[config.mk]
export PLATFORM = sky130hd
export DESIGN_NAME = ets_measure_ctrl
export DESIGN_NICKNAME = d
export VERILOG_FILES = /design/src/rtl/ets_pkg.sv /design/src/rtl/ets_sig_fifo.sv /design/src/rtl/ets_measure_ctrl.sv
export SDC_FILE = /design/constraint.sdc
export NUM_CORES = 1
export LEC_CHECK = 0
export BUFFER_PORTS_ARGS = -buffer_cell sky130_fd_sc_hd__buf_2
export CORE_MARGIN = 2
export CORE_UTILIZATION = 52
export DETAILED_ROUTE_END_ITERATION = 6
export PLACE_DENSITY = 0.75
export SLEW_MARGIN = 30
export SYNTH_ARGS = -nofsm -noshare
export SYNTH_HDL_FRONTEND = slang
export SYNTH_SLANG_ARGS = --single-unit
[constraint.sdc]
create_clock -name clk -period 2.5 [get_ports clk]
set_input_delay 0.25 -clock clk [delete_from_list [all_inputs] [get_ports clk]]
set_output_delay 0.25 -clock clk [all_outputs]
set_load 0.05 [all_outputs]
[src/rtl/ets_pkg.sv]
// Shared types and record layout for the ETS measurement sequencer.
// Record layout (LSB first): timeout flag, 32-bit cycle count, opcode tag.
package ets_pkg;

  typedef enum logic [1:0] {
    IDLE    = 2'd0,
    MEASURE = 2'd1,
    LATCH   = 2'd2
  } ets_state_e;

  localparam int unsigned CYC_W       = 32;
  localparam int unsigned OPC_W_DEF   = 7;
  localparam int unsigned REC_W_DEF   = OPC_W_DEF + 33;

  localparam int unsigned REC_TO_BIT  = 0;
  localparam int unsigned REC_CYC_LSB = 1;
  localparam int unsigned REC_OPC_LSB = REC_CYC_LSB + CYC_W;

  function automatic int unsigned rec_width(input int unsigned opc_w);
    return opc_w + CYC_W + 1;
  endfunction

endpackage

[src/rtl/ets_sig_fifo.sv]
// First-word-fall-through FIFO holding measurement records.
// Ports:
//   clk, rst_n      clock, asynchronous active-low reset
//   wr_en, wr_data  write request; ignored when full unless a read happens the same cycle
//   rd_en           pop the head (only effective when not empty)
//   rd_data         head entry, zero while empty
//   full, empty     occupancy flags
module ets_sig_fifo #(
  parameter int unsigned WIDTH = 40,
  parameter int unsigned DEPTH = 4
) (
  input  logic             clk,
  input  logic             rst_n,
  input  logic             wr_en,
  input  logic [WIDTH-1:0] wr_data,
  input  logic             rd_en,
  output logic [WIDTH-1:0] rd_data,
  output logic             full,
  output logic             empty
);

  localparam int unsigned AW = (DEPTH > 1) ? $clog2(DEPTH) : 1;

  logic [WIDTH-1:0] mem [DEPTH];
  logic [AW-1:0]    wr_ptr;
  logic [AW-1:0]    rd_ptr;
  logic [AW:0]      count;
  logic             do_wr;
  logic             do_rd;

  assign empty   = (count == '0);
  assign full    = (count == (AW+1)'(DEPTH));
  assign do_rd   = rd_en & ~empty;
  // A write into a full FIFO is accepted only when the head leaves the same cycle.
  assign do_wr   = wr_en & (~full | do_rd);
  assign rd_data = empty ? '0 : mem[rd_ptr];

  always_ff @(posedge clk) begin
    if (do_wr) begin
      mem[wr_ptr] <= wr_data;
    end
  end

  always_ff @(posedge clk or negedge rst_n) begin
    if (!rst_n) begin
      wr_ptr <= '0;
      rd_ptr <= '0;
      count  <= '0;
    end else begin
      if (do_wr) wr_ptr <= wr_ptr + 1'b1;
      if (do_rd) rd_ptr <= rd_ptr + 1'b1;
      case ({do_wr, do_rd})
        2'b10:   count <= count + 1'b1;
        2'b01:   count <= count - 1'b1;
        default: count <= count;
      endcase
    end
  end

endmodule

[src/rtl/ets_measure_ctrl.sv]
// Sequencer between core issue/retire strobes and the ETS cycle counter.
// Ports:
//   clk, rst_n                    clock, asynchronous active-low reset
//   enable                        monitoring enable; low aborts a measurement in flight
//   core_issue/opcode/retire      core strobes
//   ctr_start/active/done         registered controls to the cycle counter
//   ctr_count/ctr_valid           result from the cycle counter
//   sig_valid/ready/opcode/cycles/timeout  record FIFO head to the signature checker
//   busy                          sequencer not idle
//   drop_count                    saturating count of ignored issues and discarded records
//   overflow                      sticky: a record was lost to a full FIFO
module ets_measure_ctrl
  import ets_pkg::*;
#(
  parameter int unsigned FIFO_DEPTH     = 4,
  parameter int unsigned TIMEOUT_CYCLES = 1024,
  parameter int unsigned OPC_W          = 7
) (
  input  logic             clk,
  input  logic             rst_n,
  input  logic             enable,
  input  logic             core_issue,
  input  logic [OPC_W-1:0] core_opcode,
  input  logic             core_retire,
  output logic             ctr_start,
  output logic             ctr_active,
  output logic             ctr_done,
  input  logic [31:0]      ctr_count,
  input  logic             ctr_valid,
  output logic             sig_valid,
  input  logic             sig_ready,
  output logic [OPC_W-1:0] sig_opcode,
  output logic [31:0]      sig_cycles,
  output logic             sig_timeout,
  output logic             busy,
  output logic [15:0]      drop_count,
  output logic             overflow
);

  localparam int unsigned REC_W   = rec_width(OPC_W);
  localparam logic [31:0] WD_LAST = 32'(TIMEOUT_CYCLES - 1);

  ets_state_e       state, state_d;
  logic             start_d, active_d, done_d;
  logic [OPC_W-1:0] opc_q, opc_d;
  logic [31:0]      wd_q, wd_d;
  logic             to_q, to_d;
  logic             capture;
  logic             issue_drop;
  logic             discard;
  logic             pop;
  logic             fifo_full;
  logic             fifo_empty;
  logic [REC_W-1:0] rec_in;
  logic [REC_W-1:0] rec_out;
  logic [16:0]      drop_sum;

  always_comb begin
    state_d    = state;
    start_d    = 1'b0;
    active_d   = 1'b0;
    done_d     = 1'b0;
    opc_d      = opc_q;
    wd_d       = wd_q;
    to_d       = to_q;
    capture    = 1'b0;
    issue_drop = 1'b0;
    case (state)
      IDLE: begin
        if (enable && core_issue) begin
          opc_d    = core_opcode;
          start_d  = 1'b1;
          active_d = 1'b1;
          wd_d     = '0;
          to_d     = 1'b0;
          state_d  = MEASURE;
        end
      end
      MEASURE: begin
        issue_drop = core_issue;
        active_d   = 1'b1;
        wd_d       = wd_q + 32'd1;
        // Abort beats retire beats watchdog expiry.
        if (!enable) begin
          active_d = 1'b0;
          state_d  = IDLE;
        end else if (core_retire) begin
          active_d = 1'b0;
          done_d   = 1'b1;
          to_d     = 1'b0;
          state_d  = LATCH;
        end else if (wd_q == WD_LAST) begin
          active_d = 1'b0;
          done_d   = 1'b1;
          to_d     = 1'b1;
          state_d  = LATCH;
        end
      end
      LATCH: begin
        issue_drop = core_issue;
        if (ctr_valid) begin
          capture = 1'b1;
          state_d = IDLE;
        end
      end
      default: state_d = IDLE;
    endcase
  end

  assign pop      = sig_valid & sig_ready;
  assign discard  = capture & fifo_full & ~pop;
  assign drop_sum = {1'b0, drop_count} + 17'(issue_drop) + 17'(discard);

  always_ff @(posedge clk or negedge rst_n) begin
    if (!rst_n) begin
      state      <= IDLE;
      ctr_start  <= 1'b0;
      ctr_active <= 1'b0;
      ctr_done   <= 1'b0;
      opc_q      <= '0;
      wd_q       <= '0;
      to_q       <= 1'b0;
      drop_count <= '0;
      overflow   <= 1'b0;
    end else begin
      state      <= state_d;
      ctr_start  <= start_d;
      ctr_active <= active_d;
      ctr_done   <= done_d;
      opc_q      <= opc_d;
      wd_q       <= wd_d;
      to_q       <= to_d;
      drop_count <= drop_sum[16] ? 16'hFFFF : drop_sum[15:0];
      if (discard) overflow <= 1'b1;
    end
  end

  assign rec_in = {opc_q, ctr_count, to_q};

  ets_sig_fifo #(
    .WIDTH (REC_W),
    .DEPTH (FIFO_DEPTH)
  ) u_fifo (
    .clk     (clk),
    .rst_n   (rst_n),
    .wr_en   (capture & ~discard),
    .wr_data (rec_in),
    .rd_en   (pop),
    .rd_data (rec_out),
    .full    (fifo_full),
    .empty   (fifo_empty)
  );

  assign sig_valid   = ~fifo_empty;
  assign sig_opcode  = rec_out[REC_OPC_LSB +: OPC_W];
  assign sig_cycles  = rec_out[REC_CYC_LSB +: CYC_W];
  assign sig_timeout = rec_out[REC_TO_BIT];
  assign busy        = (state != IDLE);

endmodule

# Word-level counts from Yosys, hierarchy flattened
# Memory sizes are Yosys's and may differ from the RTL's.
# Cells that the tools add are included.
word_totals:
  ff_bits: 69
  mem_bits_rw: 160
  inputBits: 46
  output_inout_bits: 62
  word_cells: 84
  mem_count: 1
memory_table:
  columns: ["memory", "words", "width", "read_ports", "rd_ports_with_merged_regs", "wr", "line", "source"]
  rows:
  - ["u_fifo.mem", 4, 40, 1, 0, 1, "ets_sig_fifo.sv:24", "logic [WIDTH-1:0] mem [DEPTH];"]
classes:
  n_addsub: 7
  eq_ne: 11
  n_mux: 31
  bitwise: 11
  n_reduce_logical: 11
op_table:
  columns: ["op", "count"]
  rows:
  - ["one-hot mux 32 bit (2 select lines)", 1]
  - ["two-way mux 40 bit", 1]
  - ["adder 32 x 1 -> 32 bit (second input constant)", 1]
  - ["equality test 32 x 10 -> 1 bit (second input constant)", 1]
  - ["two-way mux 32 bit", 1]
  - ["two-way mux 1 bit", 18]
  - ["adder 16 x 1 -> 17 bit", 1]
  - ["adder 17 x 1 -> 17 bit", 1]
  - ["two-way mux 16 bit", 1]
  - ["two-way mux 2 bit", 5]
  - ["AND 1 bit", 6]
  - ["inequality test 2 bit (second input constant)", 3]
  - ["one-hot mux 2 bit (3 select lines)", 1]
  - ["one-hot mux 3 bit (2 select lines)", 1]
  - ["nonzero test 2 bit", 3]
  - ["adder 2 x 1 -> 2 bit (second input constant)", 2]
  - ["equality test 2 x 1 -> 1 bit (second input constant)", 2]
  - ["equality test 2 bit (second input constant)", 2]
  - ["inequality test 4 bit (second input constant)", 1]
  - ["NOT 1 bit", 4]
  - ["one-hot mux 1 bit (2 select lines)", 2]
  - ["AND reduction 2 bit", 2]
  - ["AND reduction 4 bit", 1]
  - ["adder 3 x 1 -> 3 bit (second input constant)", 1]
  - ["9 further kinds", 9]

# Longest topological paths before layout
# Gate-level depths: netlist of run 1.
logic_depth:
  ltp_word: 10
  mapped_depth: 12
  ltp_nobuf: 11

# Modules after synthesis
# From an unflattened synthesis of run 1, not the netlist that was laid out.
unflattened:
  hier_cells: 637
  hier_area_um2: 9768.1
by_module_without_submodules:
  columns: ["module", "n_inst", "cells_per_inst", "area_per_inst_um2", "seq_area_each_um2"]
  rows:
  - ["ets_sig_fifo", 1, 294, 6495.0, 4979.8]
  - ["ets_measure_ctrl", 1, 343, 3273.1, 1551.5]

# Least setup slack after synthesis of run 1
# OpenSTA, ideal clock, no wires.
synth_path:
  kind: "reg2reg"
  from: "register state[0]"
  to: "register drop_count[6]"
  setup_time_ns: 0.083
  t_arrival_ns: 2.574
  required_ns: 2.417
  setup_slack_ns: -0.156
  path_stages_with_launch: 12
  n_path_buf: 1
  period_less_slack_ns: 2.656
  path_cell_list: "dfrtp_1 > inv_1 > ha_1 > nand2_1 > nor2_1 > fa_1 > ha_1 > nand4_1 > or3_1 > or3_1 > clkbuf_1 > o21ai_0"
synth_between:
  elab_chain_len: 6
  elab_cells_between_ends: 10
  classes_between: "2 x add/sub; 2 x eq/ne; 3 x mux; 2 x bitwise; 1 x reduce/logical"
synth_rtl:
  columns: ["item", "line", "source"]
  rows:
  - ["start, declared", "ets_measure_ctrl.sv:43", "ets_state_e state, state_d;"]
  - ["start signal, assigned", "ets_measure_ctrl.sv:126", "state <= state_d;"]
  - ["equality test 2 bit", "ets_measure_ctrl.sv:68", "case (state)"]
  - ["two-way mux 1 bit", "ets_measure_ctrl.sv:68", null]
  - ["AND 1 bit (2 in a row)", "ets_measure_ctrl.sv:111", "assign discard = capture & fifo_full & ~pop;"]
  - ["net discard", "ets_measure_ctrl.sv:50", "logic discard;"]
  - ["adder 17 x 1 -> 17 bit", "ets_measure_ctrl.sv:112", "assign drop_sum = {1'b0, drop_count} + 17'(issue_drop) + 17'(discard);"]
  - ["two-way mux 16 bit", "ets_measure_ctrl.sv:133", "drop_count <= drop_sum[16] ? 16'hFFFF : drop_sum[15:0];"]
  - ["end signal, assigned", "ets_measure_ctrl.sv:133", null]
  - ["end, declared", "ets_measure_ctrl.sv:36", "output logic [15:0] drop_count,"]
# The timed path passes the listed nets, and every way through them passes these cells.
# A chain may end at the register's enable or synchronous reset.

# Final worst setup path of run 1
layout_path:
  from: "register state[0]"
  to: "register drop_count[0]"
# Same word-level chain as after synthesis.

==> results of run 1 <==
==> metal layers <==
metal / vias up / share of wire (%)
met5: - / 0
met4: 0 / 1.3
met3: 18 / 4.5
met2: 164 / 51
met1: 2854 / 43
li1: 2597 / -
==> cell families (layout without fill, tap and decap cells) <==
group	count (synthesis)	count (layout)	synth area share, %
mux	48	48	10.5
fa+ha+maj	12	12	1.75
compound gates	32	32	2.01
simple gates	202	203	11.5
xor+xnor	40	40	3.71
buf+inv	35	232	1.48
flops	229	229	69.1
==> state kept, by name, summed over array words and instances (netlist names) <==
signal         flops
ctr_start          1
opc_q              7
u_fifo.count       3
overflow           1
u_fifo.mem       160
drop_count        16
wd_q              32
u_fifo.wr_ptr      2
ctr_active         1
to_q               1
u_fifo.rd_ptr      2
state              2
ctr_done           1
==> cells in the mapped netlist, drive strengths merged, types with 3 or more instances <==
cell type	number	share of area (%)
buf	11	0.53
o21ai	11	0.58
clkbuf	11	0.44
nand2b	4	0.26
mux4	40	9.5
mux2	7	0.83
nor2	38	1.5
dfrtp	69	18
or3	8	0.53
nand4	15	1.1
inv	13	0.52
and2	50	3.3
nand2	35	1.4
ha	10	1.3
nor2b	4	0.26
and4	3	0.28
nor4	5	0.49
and3	5	0.33
nor3	5	0.26
xnor2	11	1.0
a21oi	11	0.62
edfxtp	160	51
a31oi	3	0.20
xor2	29	2.7
nand3	23	1.3
==> through the flow <==
step                      hold WS, ps  setup TNS, ps
after detailed placement          277          -17.2
after global routing             7.92           -213
after floorplan                 -45.6              0
final                            25.3              0
after CTS                        3.02              0
after global placement            258              0
==> worst min path at each step <==
| stage | from | end | slack (ps) | depth (start not counted) |
|---|---|---|---|---|
| after global routing | core_opcode[6] | opc_q[6] | 8 | 2 |
| after global placement | rst_n | drop_count[13] | 260 | 1 |
| after CTS | core_opcode[6] | opc_q[6] | 3 | 2 |
| final | core_opcode[6] | opc_q[6] | 30 | 2 |
| after floorplan | rst_n | ctr_active | -50 | 0 |
| after detailed placement | rst_n | drop_count[6] | 280 | 1 |
==> cells in the final DEF (no fill, tap or decap), types with 2 or more instances in the layout <==
cell	n
a21oi_1	10
inv_1	9
nor2_1	37
edfxtp_1	160
nor4_1	4
or3_4	3
or4_1	2
a31oi_1	3
bufinv_16	4
xor2_1	29
mux2_2	7
inv_2	4
nor2b_1	4
and2_2	4
ha_1	8
buf_4	25
or2_2	2
xnor2_1	11
and4_1	3
nand3_1	22
dlygate4sd3_1	38
buf_12	8
and2_1	45
nand2_2	4
nor3_1	5
dfrtp_1	67
nand4_1	14
or3_1	6
clkinv_2	5
clkbuf_16	23
nand2b_1	4
mux4_2	40
and3_1	5
o21ai_2	2
nand2_1	31
buf_2	106
clkinv_1	2
clkbuf_8	5
o21ai_0	9
==> what timing repair did <==
item,in CTS,in global routing
pin swaps,1,5
cloned,0,1
endpoints found under the setup margin,35,45
resized for setup,2,17
hold buffers,38,0
endpoints found under the hold margin,156,0
setup buffers,0,8
==> critical path, stage by stage, from the launching register on <==
cell and delay (ps):
dfrtp_1 410, inv_2 80, ha_2 180, nand2_2 60, nor2_2 110, fa_2 240
ha_4 130, nand4_1 130, or3_4 450, or3_4 470, nand2b_1 100
==> report_power, final <==
group          switching (µW)  total [µW]  internal (µW)
sequential                339        4860           4520
combinational            3250        5070           1820
clock                    1370        3620           2250
==> layout make-up <==
type,count,area share (%)
Clock buffer,29,5.49
Clock inverter,13,1.43
Inverter,13,0.413
Multi-Input combinational cell,335,24.2
Sequential cell,229,55.4
Tap cell,229,2.43
Timing Repair Buffer,177,10.7
==> out/summary.txt, run 1 <==
status = finished, final reports clean
DP Wirelength = 11.5 mm
kind of critical path = reg -> reg
Via density = 5.50
post-route core utilization = 65.9%
htree depth = 1
Initial Util = 52.8%
Total GRT Usage = 19.7%
die area = 19,300 µm²
residual DRC count = 0
final WL = 19.0 mm
Least-Margin Pin Slew = 560 ps
Crit path required time = 2940 ps
Worst EP arrival = 2870 ps
I/O Buffers = 107
global-route wire length before repair = 30.5 mm
ys async rst share = 30.1%
Final period util = 97.5%
Final setup viols = 0
Fin Clk Skew = 7.48 ps
Synth Cell Area = 9460 µm²
DP Cell Count = 936
clk_lat worst skew = 500 ps
worst reg2reg endpoint = drop_count[0]
via count = 5,633
met1 usage = 26.5%
Synth Flop Type = edfxtp_1
DRT Pass-1 Iters = 5
flop2flop setup slack = 60 ps
synthesized instance count = 598
Unique masters post-synth = 44
design area = 11,800 µm²
busiest grt layer = met2
clk sinks = 229
First DRT Iteration DRCs = 327
Critical path origin = state[0]
maxcap violations = 0
met2 GRT Util = 33.9%
crit end category = flip-flop
RePlAce Congestion = 0.862
share of layout cells above drive strength 1 = 32.2%
M3 GR Usage = 2.97%
clk root buf = clkbuf_16
Clk pin slew, worst setup/hold paths = 60 ps
antenna violations before repair = 0
total gr overflow = 0
PD cells = 1150 nW/µm²
multi-input logic area = 2860 µm²
Final Hold Fails = 0
IO Count = 108
post-synthesis to final-layout area growth = 24.8%
Reg2Reg Launch Point = state[0]
post-route ant nets = 0
Seq/Total Area, Yosys = 69.1%
Filler Cells Inserted = 1,256
Seq cells post-synth = 229
Placement Setup Slack = -17.2 ps
Synth Warn # = 0
RSZ-0062 raised after global routing = yes
detailed-route wire length per cell = 18.5 µm
peak supply drop = 969 µV
row count = 49
CTS tree = built
FF-to-FF path depth = 10
Layout Cells excl Fill = 1,025
CTS Buf Count = 23
Final Net Count = 837
leakage = 0.00461 µW
CTS Buffer Depth = 3
Overall Power = 13,500 µW
die width = 139 µm
Synth Area per Inst = 15.8 µm²
number of global-route vias before repair = 5,965
Reg area = 6540 µm²
CP Launch Type = flip-flop
core area = 17,900 µm²
largest net degree at the start of global routing = 42
Worst Hold Class = in -> reg
min Tclk post-route = 2440 ps
Pins Over Slew Limit = 0
antenna fix cells = 0
Post-synth EDFFs = 160
CP Capture Point = drop_count[0]
Mapped Nets = 656
Slew HR = 62.7%
dpl cell area = 10,500 µm²
Critical Path Fanout Max = 7
maximum clock rate = 410 MHz
final worst setup slack = 62.6 ps
chip height = 139 µm
Power figures use the tool's default switching activity.
==> run 2: changes to the inputs <==
CORE_UTILIZATION = 53   (was 52)
PLACE_DENSITY = 0.76   (was 0.75)
SYNTH_HIERARCHICAL = 1   (was not set)
==> out/summary.txt, run 2 <==
worst reg2reg endpoint = drop_count[14] (was drop_count[0])
Via density = 5.79 (was 5.50)
CP delay by family, top = simple AND/OR/NAND/NOR gates (unchanged)
Top reg by flops = u_fifo/mem (was u_fifo.mem)
Post-synth top cells = edfxtp_1 (160), dfrtp_1 (69), nand2_1 (55) (was edfxtp_1 (160), dfrtp_1 (69), and2_1 (50))
maximum clock rate = 374 MHz (was 410 MHz)
Post-synth EDFFs = 160 (unchanged)
DP Cell Count = 971 (was 936)
Critical Path Fanout Max = 5 (was 7)
hold path start = core_retire (was core_opcode[6])
ys async rst share = 30.1% (unchanged)
Synth Warn # = 6 (was 0)
post-synthesis to final-layout area growth = 25.3% (was 24.8%)
most frequent cells in the layout = edfxtp_1 (160), buf_2 (106), dfrtp_1 (67) (unchanged)
htree depth = 1 (unchanged)
Seq/Total Area, Yosys = 66.9% (was 69.1%)
Total GRT Usage = 21.5% (was 19.7%)
row count = 49 (unchanged)
hold depth = 2 (unchanged)
share of layout cells above drive strength 1 = 32.2% (about the same)
Worst EP arrival = 3080 ps (was 2870 ps)
Critical Path, Cell by Cell = or3_4, inv_2, nand2b_4, nand2_4, nor2_4, fa_2, ha_4, and4_4, nand2_4, or3_4, mux2_4 (was inv_2, ha_2, nand2_2, nor2_2, fa_2, ha_4, nand4_1, or3_4, or3_4, nand2b_1)
Pins Over Slew Limit = 0 (unchanged)
clk sinks = 229 (unchanged)
Slew HR = 64.9% (was 62.7%)
detailed-route wire length per cell = 19.5 µm (was 18.5 µm)
final WL = 20.9 mm (was 19.0 mm)
buffer and inverter count on the worst path = 1 (unchanged)
CTS Buf Count = 24 (was 23)
post-synth top area share = 49.2% (was 50.8%)
Critical path origin = u_fifo/count[2] (was state[0])
Clk pin slew, worst setup/hold paths = 60 ps (about the same)
Synth Area per Inst = 15.3 µm² (was 15.8 µm²)
antenna fix cells = 0 (unchanged)
Critical Path Stages = 11 (was 10)
synthesized instance count = 637 (was 598)
CTS tree = built (unchanged)
largest net degree at the start of global routing = 70 (was 42)
failing checks = setup timing
Layout Cells excl Fill = 1,074 (was 1,025)
global-route wire length before repair = 33.8 mm (was 30.5 mm)
Synth Flop Type = edfxtp_1 (unchanged)
leakage = 0.00477 µW (was 0.00461 µW)
Fin Clk Skew = 31.6 ps (was 7.48 ps)
IO Count = 108 (unchanged)
number of global-route vias before repair = 6,489 (was 5,965)
crit end category = flip-flop (unchanged)
max reg flops = 160 (unchanged)
multi-input logic area = 3150 µm² (was 2860 µm²)
Crit-path slowest cell = or3_4 (unchanged)
clk root buf = clkbuf_16 (unchanged)
Least-Margin Pin Slew = 513 ps (was 560 ps)
CP peak stage delay = 430 ps (was 470 ps)
RSZ-0062 raised after global routing = yes (unchanged)
core area = 18,000 µm² (was 17,900 µm²)
post-route ant nets = 0 (unchanged)
kind of critical path = reg -> reg (unchanged)
Crit path required time = 2910 ps (was 2940 ps)
Mapped Nets = 695 (was 656)
Filler Cells Inserted = 1,197 (was 1,256)
Initial Util = 54.2% (was 52.8%)
CTS Buffer Depth = 3 (unchanged)
Seq cells post-synth = 229 (unchanged)
Unique masters post-synth = 59 (was 44)
peak supply drop = 1280 µV (was 969 µV)
residual DRC count = 0 (unchanged)
maxcap violations = 0 (unchanged)
post-route core utilization = 67.9% (was 65.9%)
antenna violations before repair = 0 (unchanged)
First DRT Iteration DRCs = 429 (was 327)
total gr overflow = 0 (unchanged)
RePlAce Congestion = 0.865 (was 0.862)
PD cells = 1130 nW/µm² (was 1150 nW/µm²)
Reg2Reg Launch Point = u_fifo/count[2] (was state[0])
flop2flop setup slack = -180 ps (was 60 ps)
biggest regs = u_fifo/mem: 160 flops, wd_q: 32 flops, drop_count: 16 flops (was u_fifo.mem: 160 flops, wd_q: 32 flops, drop_count: 16 flops)
Final Net Count = 885 (was 837)
Final period util = 107% (was 97.5%)
DRT Pass-1 Iters = 5 (unchanged)
CP Capture Point = drop_count[14] (was drop_count[0])
most common cell after layout, fill and taps aside = edfxtp_1 (unchanged)
Final setup viols = 17 (was 0)
chip height = 140 µm (was 139 µm)
Final Hold Fails = 0 (unchanged)
die width = 140 µm (was 139 µm)
CP Launch Type = flip-flop (unchanged)
Synth Cell Area = 9770 µm² (was 9460 µm²)
min Tclk post-route = 2680 ps (was 2440 ps)
die area = 19,500 µm² (was 19,300 µm²)
Reg area = 6540 µm² (unchanged)
Worst Hold Class = in -> reg (unchanged)
most common cell in the netlist = edfxtp_1 (unchanged)
final worst setup slack = -176 ps (was 62.6 ps)
top cells by area, synth = edfxtp_1 (49%), dfrtp_1 (18%), mux4_2 (9.2%) (was edfxtp_1 (51%), dfrtp_1 (18%), mux4_2 (9.5%))
largest area contributor in the netlist = edfxtp_1 (unchanged)
status = finished with violations (was finished, final reports clean)
DP Wirelength = 12.6 mm (was 11.5 mm)
FF-to-FF path depth = 11 (was 10)
clk_lat worst skew = 530 ps (was 500 ps)
I/O Buffers = 107 (unchanged)
via count = 6,214 (was 5,633)
-- run 2: repair_timing --
action                                  in CTS  in global routing
cloned                                       0                  1
hold buffers                                40                  0
buffers inserted                            13                  6
resized for setup                           13                 16
endpoints found under the hold margin      204                  0
endpoints found under the setup margin      48                 18
pin swaps                                    5                  8
-- run 2: power breakdown --
part / switching (µW) / internal (µW) / leakage, µW
Sequential: 403 / 4490 / 0.00235
Clock: 1410 / 2280 / 0.000402
Combinational: 3380 / 1900 / 0.00202
-- run 2: cell families (layout without fill, tap and decap cells) --
| kind of cell | Yosys count | in the layout | synth area share (%) |
|---|---|---|---|
| simple gates | 207 | 208 | 12.0 |
| compound gates | 72 | 72 | 4.94 |
| flops | 229 | 229 | 66.9 |
| fa+ha+maj | 12 | 12 | 1.69 |
| mux | 49 | 49 | 10.2 |
| buf+inv | 47 | 254 | 2.34 |
| xor+xnor | 21 | 21 | 1.88 |
-- run 2: worst min path at each step --
| stage | endpoint | slack [ps] |
|---|---|---|
| finish | state[1] | 20 |
| detailed placement | ctr_done | 310 |
| global route | state[1] | 20 |
| global placement | drop_count[1] | 310 |
| CTS | state[1] | 20 |
| floorplan | ctr_active | -50 |
-- run 2: area by class of cell --
| type | instances | area share (%) |
|---|---|---|
| clock buffers | 35 | 5.49 |
| clock inverters | 9 | 1.29 |
| inverters | 20 | 0.613 |
| flip-flops and latches | 229 | 53.4 |
| repair buffers | 190 | 11.2 |
| well taps | 229 | 2.34 |
| multi-input cells | 362 | 25.7 |
-- run 2: worst register-to-register path, stage by stage, from the launching register on --
cell      delay [ps]
dfrtp_1          410
or3_4            430
inv_2             80
nand2b_4         130
nand2_4           60
nor2_4            90
fa_2             240
ha_4             150
and4_4           240
nand2_4           60
or3_4            370
mux2_4           300
-- run 2: through the flow --
stage	TNS (ps)	hold slack (ps)	setup slack (ps)	power, µW	cell area, µm²
3_3_place_gp	-786	305	-108	9820	10800
2_1_floorplan	-3090	-45.6	-326	8760	9840
6_report	-1160	21.5	-176	13900	12200
4_1_cts	-133	17.5	-101	13900	12200
3_5_place_dp	-1960	311	-169	9970	10800
5_1_grt	-2250	22.4	-234	14500	12200
-- run 2: layer usage --
layer	routed length, µm	GRT usage (%)	vias to the layer above
met1	8560	28.3	3128
met2	10800	38.1	214
met4	460	5.05	0
met5	0	0	-
met3	1090	3.10	40
li1	-	-	2832
